[src/rtl/adc_frame_conditioner.sv]
// adc_frame_conditioner
//   Conditions four raw 12-bit ADC channels for the scope display, which samples
//   ad_* once per frame on the vsync rising edge. Each channel offers four views,
//   chosen by mode: latest sample, 2^LOG2_AVG boxcar average, frame max, frame min.
// Ports
//   clk, reset       single clock; asynchronous active-low reset
//   vsync            frame marker (rising edge starts a new frame)
//   mode[1:0]        0 latest, 1 average, 2 frame max, 3 frame min
//   adc_valid        one-cycle strobe qualifying adc_a0/a1/b0/b1
//   ad_a0..ad_b1     conditioned outputs (registered)
//   avg_done         one-cycle pulse when a new block average has been loaded
//   frame_empty      set for the frame following a vsync-to-vsync span with no valid
module adc_frame_conditioner #(
  parameter int LOG2_AVG = 4
) (
  input  logic        clk,
  input  logic        reset,
  input  logic        vsync,
  input  logic [1:0]  mode,
  input  logic        adc_valid,
  input  logic [11:0] adc_a0,
  input  logic [11:0] adc_a1,
  input  logic [11:0] adc_b0,
  input  logic [11:0] adc_b1,
  output logic [11:0] ad_a0,
  output logic [11:0] ad_a1,
  output logic [11:0] ad_b0,
  output logic [11:0] ad_b1,
  output logic        avg_done,
  output logic        frame_empty
);
  localparam int NUM_LANES = 4;
  localparam int VEC_W     = 12;
  localparam int AW        = VEC_W + LOG2_AVG;

  logic [NUM_LANES-1:0][VEC_W-1:0] smp, ad;

  logic                vsync_d1;
  logic [1:0]          mode_d1;
  logic [LOG2_AVG-1:0] cnt;
  logic                pk_live;   // 0: next accepted valid (re)loads the trackers
  logic                seen;      // current frame has had an accepted valid
  logic                vs_rise, flush, acc_en, cnt_last, pk_load, cap;

  assign smp = {adc_b1, adc_b0, adc_a1, adc_a0};
  assign {ad_b1, ad_b0, ad_a1, ad_a0} = ad;

  assign vs_rise  = vsync & ~vsync_d1;
  assign flush    = (mode != mode_d1);
  // A valid in a flush cycle is dropped by the average and peak paths only.
  assign acc_en   = adc_valid & ~flush;
  assign cnt_last = &cnt;
  // A valid coincident with vs_rise opens the new frame, so it loads.
  assign pk_load  = ~pk_live | vs_rise;
  assign cap      = vs_rise & seen;

  always_ff @(posedge clk or negedge reset) begin
    if (!reset) begin
      vsync_d1    <= 1'b0;
      mode_d1     <= 2'd0;
      cnt         <= '0;
      pk_live     <= 1'b0;
      seen        <= 1'b0;
      avg_done    <= 1'b0;
      frame_empty <= 1'b0;
    end else begin
      vsync_d1 <= vsync;
      mode_d1  <= mode;
      avg_done <= acc_en & cnt_last;
      // Count wraps naturally from all-ones to zero on the completing valid.
      if (flush)       cnt <= '0;
      else if (acc_en) cnt <= cnt + 1'b1;
      if (vs_rise || flush) pk_live <= acc_en;
      else if (acc_en)      pk_live <= 1'b1;
      if (vs_rise)     seen <= acc_en;
      else if (acc_en) seen <= 1'b1;
      if (vs_rise) frame_empty <= ~seen;
    end
  end

  for (genvar i = 0; i < NUM_LANES; i++) begin : g_lane
    logic [AW-1:0]    acc, sum;
    logic [VEC_W-1:0] last, avg, pk_max, pk_min, hold_max, hold_min, ad_q;

    assign sum   = acc + AW'(smp[i]);
    assign ad[i] = ad_q;

    always_ff @(posedge clk or negedge reset) begin
      if (!reset) begin
        acc      <= '0;
        last     <= '0;
        avg      <= '0;
        pk_max   <= '0;
        pk_min   <= '0;
        hold_max <= '0;
        hold_min <= '0;
        ad_q     <= '0;
      end else begin
        if (adc_valid) last <= smp[i];

        if (flush) acc <= '0;
        else if (acc_en) begin
          if (cnt_last) begin
            avg <= sum[AW-1:LOG2_AVG];
            acc <= '0;
          end else begin
            acc <= sum;
          end
        end

        if (acc_en) begin
          if (pk_load) begin
            pk_max <= smp[i];
            pk_min <= smp[i];
          end else begin
            if (smp[i] > pk_max) pk_max <= smp[i];
            if (smp[i] < pk_min) pk_min <= smp[i];
          end
        end

        // Trackers still hold the ending frame here; a coincident valid
        // only lands in them after this edge.
        if (cap) begin
          hold_max <= pk_max;
          hold_min <= pk_min;
        end

        unique case (mode_d1)
          2'd0:    ad_q <= last;
          2'd1:    ad_q <= avg;
          2'd2:    ad_q <= hold_max;
          default: ad_q <= hold_min;
        endcase
      end
    end
  end

endmodule

[config.mk]
export PLATFORM = sky130hd
export DESIGN_NAME = adc_frame_conditioner
export DESIGN_NICKNAME = d
export VERILOG_FILES = /design/src/rtl/adc_frame_conditioner.sv
export SDC_FILE = /design/constraint.sdc
export NUM_CORES = 1
export LEC_CHECK = 0
export CAP_MARGIN = 20
export CELL_PAD_IN_SITES_DETAIL_PLACEMENT = 1
export CELL_PAD_IN_SITES_GLOBAL_PLACEMENT = 1
export CORE_MARGIN = 4
export CORE_UTILIZATION = 45
export DETAILED_ROUTE_END_ITERATION = 16
export PLACE_DENSITY = 0.71
export SLEW_MARGIN = 20
export SYNTH_ARGS = -nofsm -noshare
export SYNTH_HDL_FRONTEND = slang
export SYNTH_SLANG_ARGS = --single-unit
[constraint.sdc]
create_clock -name clk -period 3.5 [get_ports clk]
set_input_delay 0.7 -clock clk [delete_from_list [all_inputs] [get_ports clk]]
set_output_delay 0.7 -clock clk [all_outputs]
set_load 0.01 [all_outputs]
==> results of run 1 <==
worst max path at each step:
stage / startpoint / to / slack, ns / depth (start not counted)
final: adc_b0[1] / g_lane[2].acc[8] / 0.75 / 10
after global routing: adc_a0[0] / g_lane[0].acc[14] / 0.59 / 10
after floorplan: adc_b0[0] / g_lane[2].acc[14] / 0.88 / 9
after CTS: adc_a0[0] / g_lane[0].acc[14] / 0.78 / 10
after global placement: adc_b1[0] / g_lane[3].acc[14] / 0.24 / 10
after detailed placement: adc_a0[0] / g_lane[0].acc[14] / 0.18 / 10
synth_stat cells, types with 42 or more instances:
master,count,share of area (%)
o21ai_0,127,2.9
a21oi_1,78,1.8
nand3_1,116,2.6
mux2_2,87,4.5
o211ai_1,42,1.4
nand2_1,297,5.1
mux4_2,48,4.9
nor2_1,58,0.99
dfrtp_1,411,47
ha_1,141,8.1
inv_1,119,2.0
clkbuf_1,54,0.93
flip-flops by register name, indices dropped and copies added (netlist names):
signal,cells
g_lane.acc,64
g_lane.last,48
ad_b0,12
ad_a1,12
cnt,4
seen,1
ad_a0,12
vsync_d1,1
g_lane.hold_min,48
g_lane.avg,48
avg_done,1
g_lane.hold_max,48
pk_live,1
ad_b1,12
frame_empty,1
g_lane.pk_max,48
mode_d1,2
g_lane.pk_min,48
logic make-up after synthesis:
logic type / Yosys count / share of synthesized area (%)
buffers and inverters: 233 / 4.329
AOI/OAI and AO/OA: 476 / 15.26
muxes: 179 / 11.57
adders and majority gates: 145 / 8.418
xor gates and xnor gates: 39 / 1.593
DFF: 411 / 46.94
and+or+nand+nor: 581 / 11.89
layout make-up:
class	count	area [um^2]	share of cell area, %
multi-input cells	1420	10700	41.59
flip-flops and latches	411	10290	40.02
repair buffers	197	1862	7.240
clock buffers	70	1395	5.425
well taps	615	769.5	2.992
inverters	120	450.4	1.752
clock inverters	15	252.7	0.9829
layout by cell type, fill, tap and decap left out, types with 19 or more instances in the layout:
cell type and count:
a21o_1 21, o211ai_1 42, mux4_2 48, nand2b_1 21
a21oi_1 78, o311a_1 30, clkdlybuf4s50_1 101, xnor2_1 19
inv_1 119, nand2_1 296, buf_4 84, mux2_1 27
o21ai_0 127, clkbuf_16 49, nor3_1 19, dfrtp_1 409
mux2_2 87, a22o_1 32, nor2_1 57, o21a_1 20
xor2_1 19, nand3_1 115, ha_1 141
report_power, final:
| part | internal (mW) | switching [mW] |
|---|---|---|
| logic | 2.14 | 2.52 |
| clock network | 3.26 | 2.05 |
| registers | 6.00 | 0.756 |
stage by stage:
stage               hold slack [ns]  utilization (%)  std cells
floorplan                    0.4044                -       2064
global placement             0.4553            50.20       2763
detailed placement           0.4684            50.20       2763
CTS                          0.1049            53.63       2848
global route                 0.1383            53.63       2848
finish                       0.1137            53.63       2848
routing by layer:
layer	vias to the layer above	share of wire [%]
met5	-	0
met4	0	3.1
met3	111	3.4
met2	270	49
met1	8722	45
li1	7729	-
==> results.tsv, run 1 <==
stage	metric	value	unit
cts	clk buf depth	3	
setup_path	crit path kind	in2reg	
logic_synthesis	synth warn	0	
sta	setup violators final	0	
logic_synthesis	Mapped Area	21910	um^2
logic_synthesis	top_reg_cell synth	dfrtp_1	
setup_path	Worst Path Required	3.97	ns
global_routing	gr usage total	24.67	%
global_routing	grt met3 use	3.552	%
placed_design	pre-CTS WS	0.1760	ns
global_routing	largest net degree at the start of global routing	92	
global_routing	busiest grt layer	met2	
sta	RSZ-0062 raised after global routing	no	
cts	Clock Sinks	411	
placed_design	GP Congestion	0.8412	
sta	Least-Margin Pin Slew	0.9850	ns
finish	layout cells sized above 1	15.05	%
global_routing	initial antenna violation count	0	
placed_design	# port buffers	103	
logic_synthesis	Post-synth EDFFs	0	
floorplan	Die H	228.7	um
setup_path	Crit path max-delay family	compound AO/OA/AOI/OAI gates	
cts	Setup Buffers After CTS	0	
floorplan	core area	47950	um^2
setup_path	r2r setup slk	0.95	ns
sta	Tmin final	2.747	ns
floorplan	Die W	228.7	um
sta	Pins Over Slew Limit	0	
detailed_routing	mean number of vias per cell	5.910	
sta	post-route setup slack	0.7530	ns
setup_path	critical path's slowest cell	clkdlybuf4s50_1	
setup_path	crit end category	register	
setup_path	crit start category	input port	
sta	final hold viol count	0	
placed_design	DP Wirelength	43.66	mm
detailed_routing	Detailed Routing Iterations Pass 1	5	
floorplan	initial core utilization	45.70	%
sta	Setup TNS Final	0	ns
setup_path	Reg-to-Reg End	g_lane[2].pk_min[0]	
cts	clock-pin slew on the worst setup and hold paths	0.06	ns
detailed_routing	routed length per placed instance	22.46	um
setup_path	slowest stage delay, CP	0.60	ns
cts	total CTS buffers	47	
power	Max VDD drop	0.0003533	V
cts	CTS tree	built	
setup_path	worst r2r src	mode_d1[1]	
detailed_routing	DRC	0	
cts	Hold Buf Count CTS	0	
cts	Root Driver	clkbuf_16	
sta	Max Clk Rate	0.3640	GHz
power	Power, Total	16.73	mW
hold_path	Hold Crit Class	in2async	
logic_synthesis	Syn Nets	2263	
setup_path	buffers and inverters on the worst path	3	
sta	Slew HR	34.34	%
floorplan	# IOs	104	
cts	htree depth	2	
global_routing	vias in the first global route	18430	
setup_path	critical path arrival	3.22	ns
global_routing	met1 Use GR	32.95	%
global_routing	first-pass GRT wire length	104.0	mm
power	Lkg Pwr	11.73	nW
detailed_routing	vias	16830	
logic_synthesis	synthesized area per cell	10.62	um^2
global_routing	grt ovf	0	
finish	Synth-to-Final Area Change	17.37	%
placed_design	Post-DP Area	24070	um^2
finish	Ant. Diodes	0	
logic_synthesis	post-synthesis sequential area ratio	46.94	%
logic_synthesis	Yosys reg bits	411	
cts	Resized Gates After CTS	0	
status	status	complete, no violations	
setup_path	top fanout value on the critical path	6	
setup_path	R2R cell count	7	
global_routing	met2 Use GR	41.71	%
detailed_routing	Routed WL	63.98	mm
floorplan	row count	80	
logic_synthesis	Synth async-reset ratio	100.0	%
finish	design area	25710	um^2
power	PwrDens	650.6	nW/um^2
floorplan	Die Footprint	52280	um^2
detailed_routing	Detailed Route Iter0 Violations	952	
flow_run	MaxCap Viol Count	0	
sta	fin crit share	78.48	%
finish	Net count, final	2396	
finish	fill count	5182	
sta	Layout Skew	0.01993	ns
logic_synthesis	gate count after technology mapping	2064	
setup_path	CP cell instances	clkdlybuf4s50_1 > inv_1 > fa_1 > nand2b_1 > a21oi_1 > buf_4 > o211ai_1 > a21boi_0 > o21ai_0 > a32o_1	
logic_synthesis	synth unique cells	71	
detailed_routing	antenna viol nets, final	0	
cts	worst-skew pair later-pin latency	0.60	ns
Note: power is estimated with default switching activity, not from simulation.
==> run 2, diff against run 1 <==
--- a/config.mk
+++ b/config.mk
@@ -9,9 +9,9 @@
 export CELL_PAD_IN_SITES_DETAIL_PLACEMENT = 1
 export CELL_PAD_IN_SITES_GLOBAL_PLACEMENT = 1
 export CORE_MARGIN = 4
-export CORE_UTILIZATION = 45
+export CORE_UTILIZATION = 44
 export DETAILED_ROUTE_END_ITERATION = 16
-export PLACE_DENSITY = 0.71
+export PLACE_DENSITY = 0.72
 export SLEW_MARGIN = 20
 export SYNTH_ARGS = -nofsm -noshare
 export SYNTH_HDL_FRONTEND = slang
==> constraint.sdc (replaced) <==
create_clock -name clk -period 2.29 [get_ports clk]
set_input_delay 0.458 -clock clk [delete_from_list [all_inputs] [get_ports clk]]
set_output_delay 0.458 -clock clk [all_outputs]
set_load 0.01 [all_outputs]
==> results.tsv, run 2 (same netlist as run 1, synthesis figures left out) <==
stage	metric	value	unit
setup_path	Worst Path Required	2.75	ns
setup_path	top fanout value on the critical path	5	
sta	setup violators final	1	
sta	tightest hold margin	0.3127	ns
flow_run	MaxCap Viol Count	0	
power	Sw Share	32.68	%
finish	Largest Register	g_lane.acc	
cts	Clock Sinks	411	
setup_path	Reg-to-Reg End	g_lane[2].avg[8]	
global_routing	largest net degree at the start of global routing	74	
floorplan	initial core utilization	44.67	%
placed_design	DP Wirelength	47.79	mm
placed_design	Inst Count DP	3015	
detailed_routing	Detailed Routing Iterations Pass 1	5	
detailed_routing	mean number of vias per cell	5.730	
sta	Least-Margin Pin Slew	0.9763	ns
floorplan	row count	81	
sta	Tmin final	2.297	ns
finish	max reg flops	64	
floorplan	Die W	231.1	um
setup_path	crit path kind	reg2reg	
floorplan	Die Footprint	53430	um^2
finish	commonest non-fill, non-tap cells in the layout	409 x dfrtp_1, 296 x nand2_1, 269 x buf_4	
sta	fin crit share	100.3	%
global_routing	gr usage total	25.41	%
finish	Synth-to-Final Area Change	27.66	%
global_routing	vias in the first global route	19870	
power	Lkg Pwr	12.99	nW
placed_design	# port buffers	103	
cts	clock-pin slew on the worst setup and hold paths	0.06	ns
finish	leading cell type in the layout, fill and taps excluded	dfrtp_1	
power	PwrDens	918.6	nW/um^2
setup_path	critical path's slowest cell	dfrtp_1	
detailed_routing	routed length per placed instance	22.05	um
setup_path	r2r setup slk	-0.007	ns
sta	Layout Skew	0.01215	ns
detailed_routing	Detailed Route Iter0 Violations	964	
detailed_routing	Routed WL	68.41	mm
hold_path	hold endpoint	g_lane[3].pk_max[1]	
detailed_routing	DRC	0	
power	Max VDD drop	0.0005178	V
power	Int Pwr	17.30	mW
cts	htree depth	2	
cts	worst-skew pair later-pin latency	0.59	ns
hold_path	Hold Crit Class	in2reg	
finish	fill count	5305	
global_routing	initial antenna violation count	2	
sta	RSZ-0062 raised after global routing	yes	
floorplan	core area	49050	um^2
global_routing	first-pass GRT wire length	109.1	mm
status	failing checks	negative setup slack	
setup_path	crit start category	register	
power	Power, Total	25.69	mW
hold_path	min-delay src	adc_b1[1]	
detailed_routing	antenna viol nets, final	0	
sta	Slew HR	34.92	%
sta	final hold viol count	0	
setup_path	critical path arrival	2.76	ns
sta	post-route setup slack	-0.006756	ns
detailed_routing	vias	17780	
setup_path	worst r2r src	g_lane[2].acc[0]	
sta	Max Clk Rate	0.4354	GHz
finish	layout cells sized above 1	25.18	%
setup_path	crit end category	register	
finish	fin cells	3102	
finish	Ant. Diodes	0	
cts	Root Driver	clkbuf_16	
floorplan	Die H	231.1	um
power	sequential fraction of design power	40.3	%
setup_path	CP cell instances	ha_4 > inv_2 > fa_2 > nand2b_4 > a21oi_4 > o31a_1 > o41ai_4 > buf_4 > xnor2_2 > o21ai_1	
cts	CTS tree	built	
cts	total CTS buffers	47	
power	Gate power share	31.0	%
cts	clk buf depth	3	
setup_path	R2R cell count	10	
floorplan	# IOs	104	
hold_path	Hold Crit Depth	3	
setup_path	Critical path origin	g_lane[2].acc[0]	
setup_path	slowest stage delay, CP	0.42	ns
status	status	finished, violations left	
placed_design	GP Congestion	0.8632	
global_routing	grt ovf	0	
sta	Pins Over Slew Limit	0	
power	sw power	8.396	mW
power	Clk network pwr share	28.6	%
finish	Net count, final	2608	
## run 2: area by class of cell
cell class	instances	area, um^2	area share (%)
multi-input combinational	1420	11170	39.93
inverter	120	450.4	1.610
timing repair buffer	409	3765	13.46
clock inverter	9	73.82	0.2639
tap	664	830.8	2.970
clock buffer	69	1391	4.974
sequential	411	10290	36.79
## run 2: power by group through the flow
stage	registers (mW)	logic, mW	clock network, mW
3_5_place_dp	10.4	7.70	0
4_1_cts	10.3	7.80	7.51
2_1_floorplan	10.2	4.51	0
5_1_grt	10.6	8.83	7.83
6_report	10.4	7.97	7.36
3_3_place_gp	10.3	7.27	0
## run 2: layer usage
metal  up-vias  GRT usage [%]  part of all wire, %
met2       300          44.64                   51
met3       125          4.044                  3.6
met5         -              0                    0
li1       8143              -                    -
met1      9207          32.30                   42
met4         0          8.062                  3.0
## run 2: critical path: cells and delay by family, from the launching register on
| family | cells | cell delay [ns] |
|---|---|---|
| flops | 1 | 0.42 |
| simple gates | 1 | 0.14 |
| compound gates | 4 | 0.89 |
| fa+ha+maj | 2 | 0.38 |
| buf+inv | 2 | 0.26 |
| xor+xnor | 1 | 0.10 |
## run 2: stage by stage
stage	cell area [um^2]	utilization (%)	TNS, ns	setup WS [ns]
after floorplan	21950	-	-0.01225	-0.01225
after global placement	25950	52.91	-87.84	-0.6644
after detailed placement	25950	52.91	-96.67	-0.6924
after CTS	27510	56.08	0	0.00004219
after global routing	27970	57.02	-0.8700	-0.1050
final	27970	57.02	-0.006756	-0.006756
## run 2: repair_timing
item,4_1_cts,5_1_grt
resized for setup,22,97
setup buffers,3,4
setup endpoints to repair,46,117
pin swaps,10,33
cloned,0,1
endpoints found under the hold margin,41,0
hold buffers,1,0
## run 2: worst max path at each step
stage                               end
finish                 g_lane[2].avg[8]
detailed placement    g_lane[1].acc[15]
floorplan             g_lane[2].acc[14]
CTS                    g_lane[0].avg[9]
global route           g_lane[2].avg[8]
global placement    g_lane[2].pk_max[8]
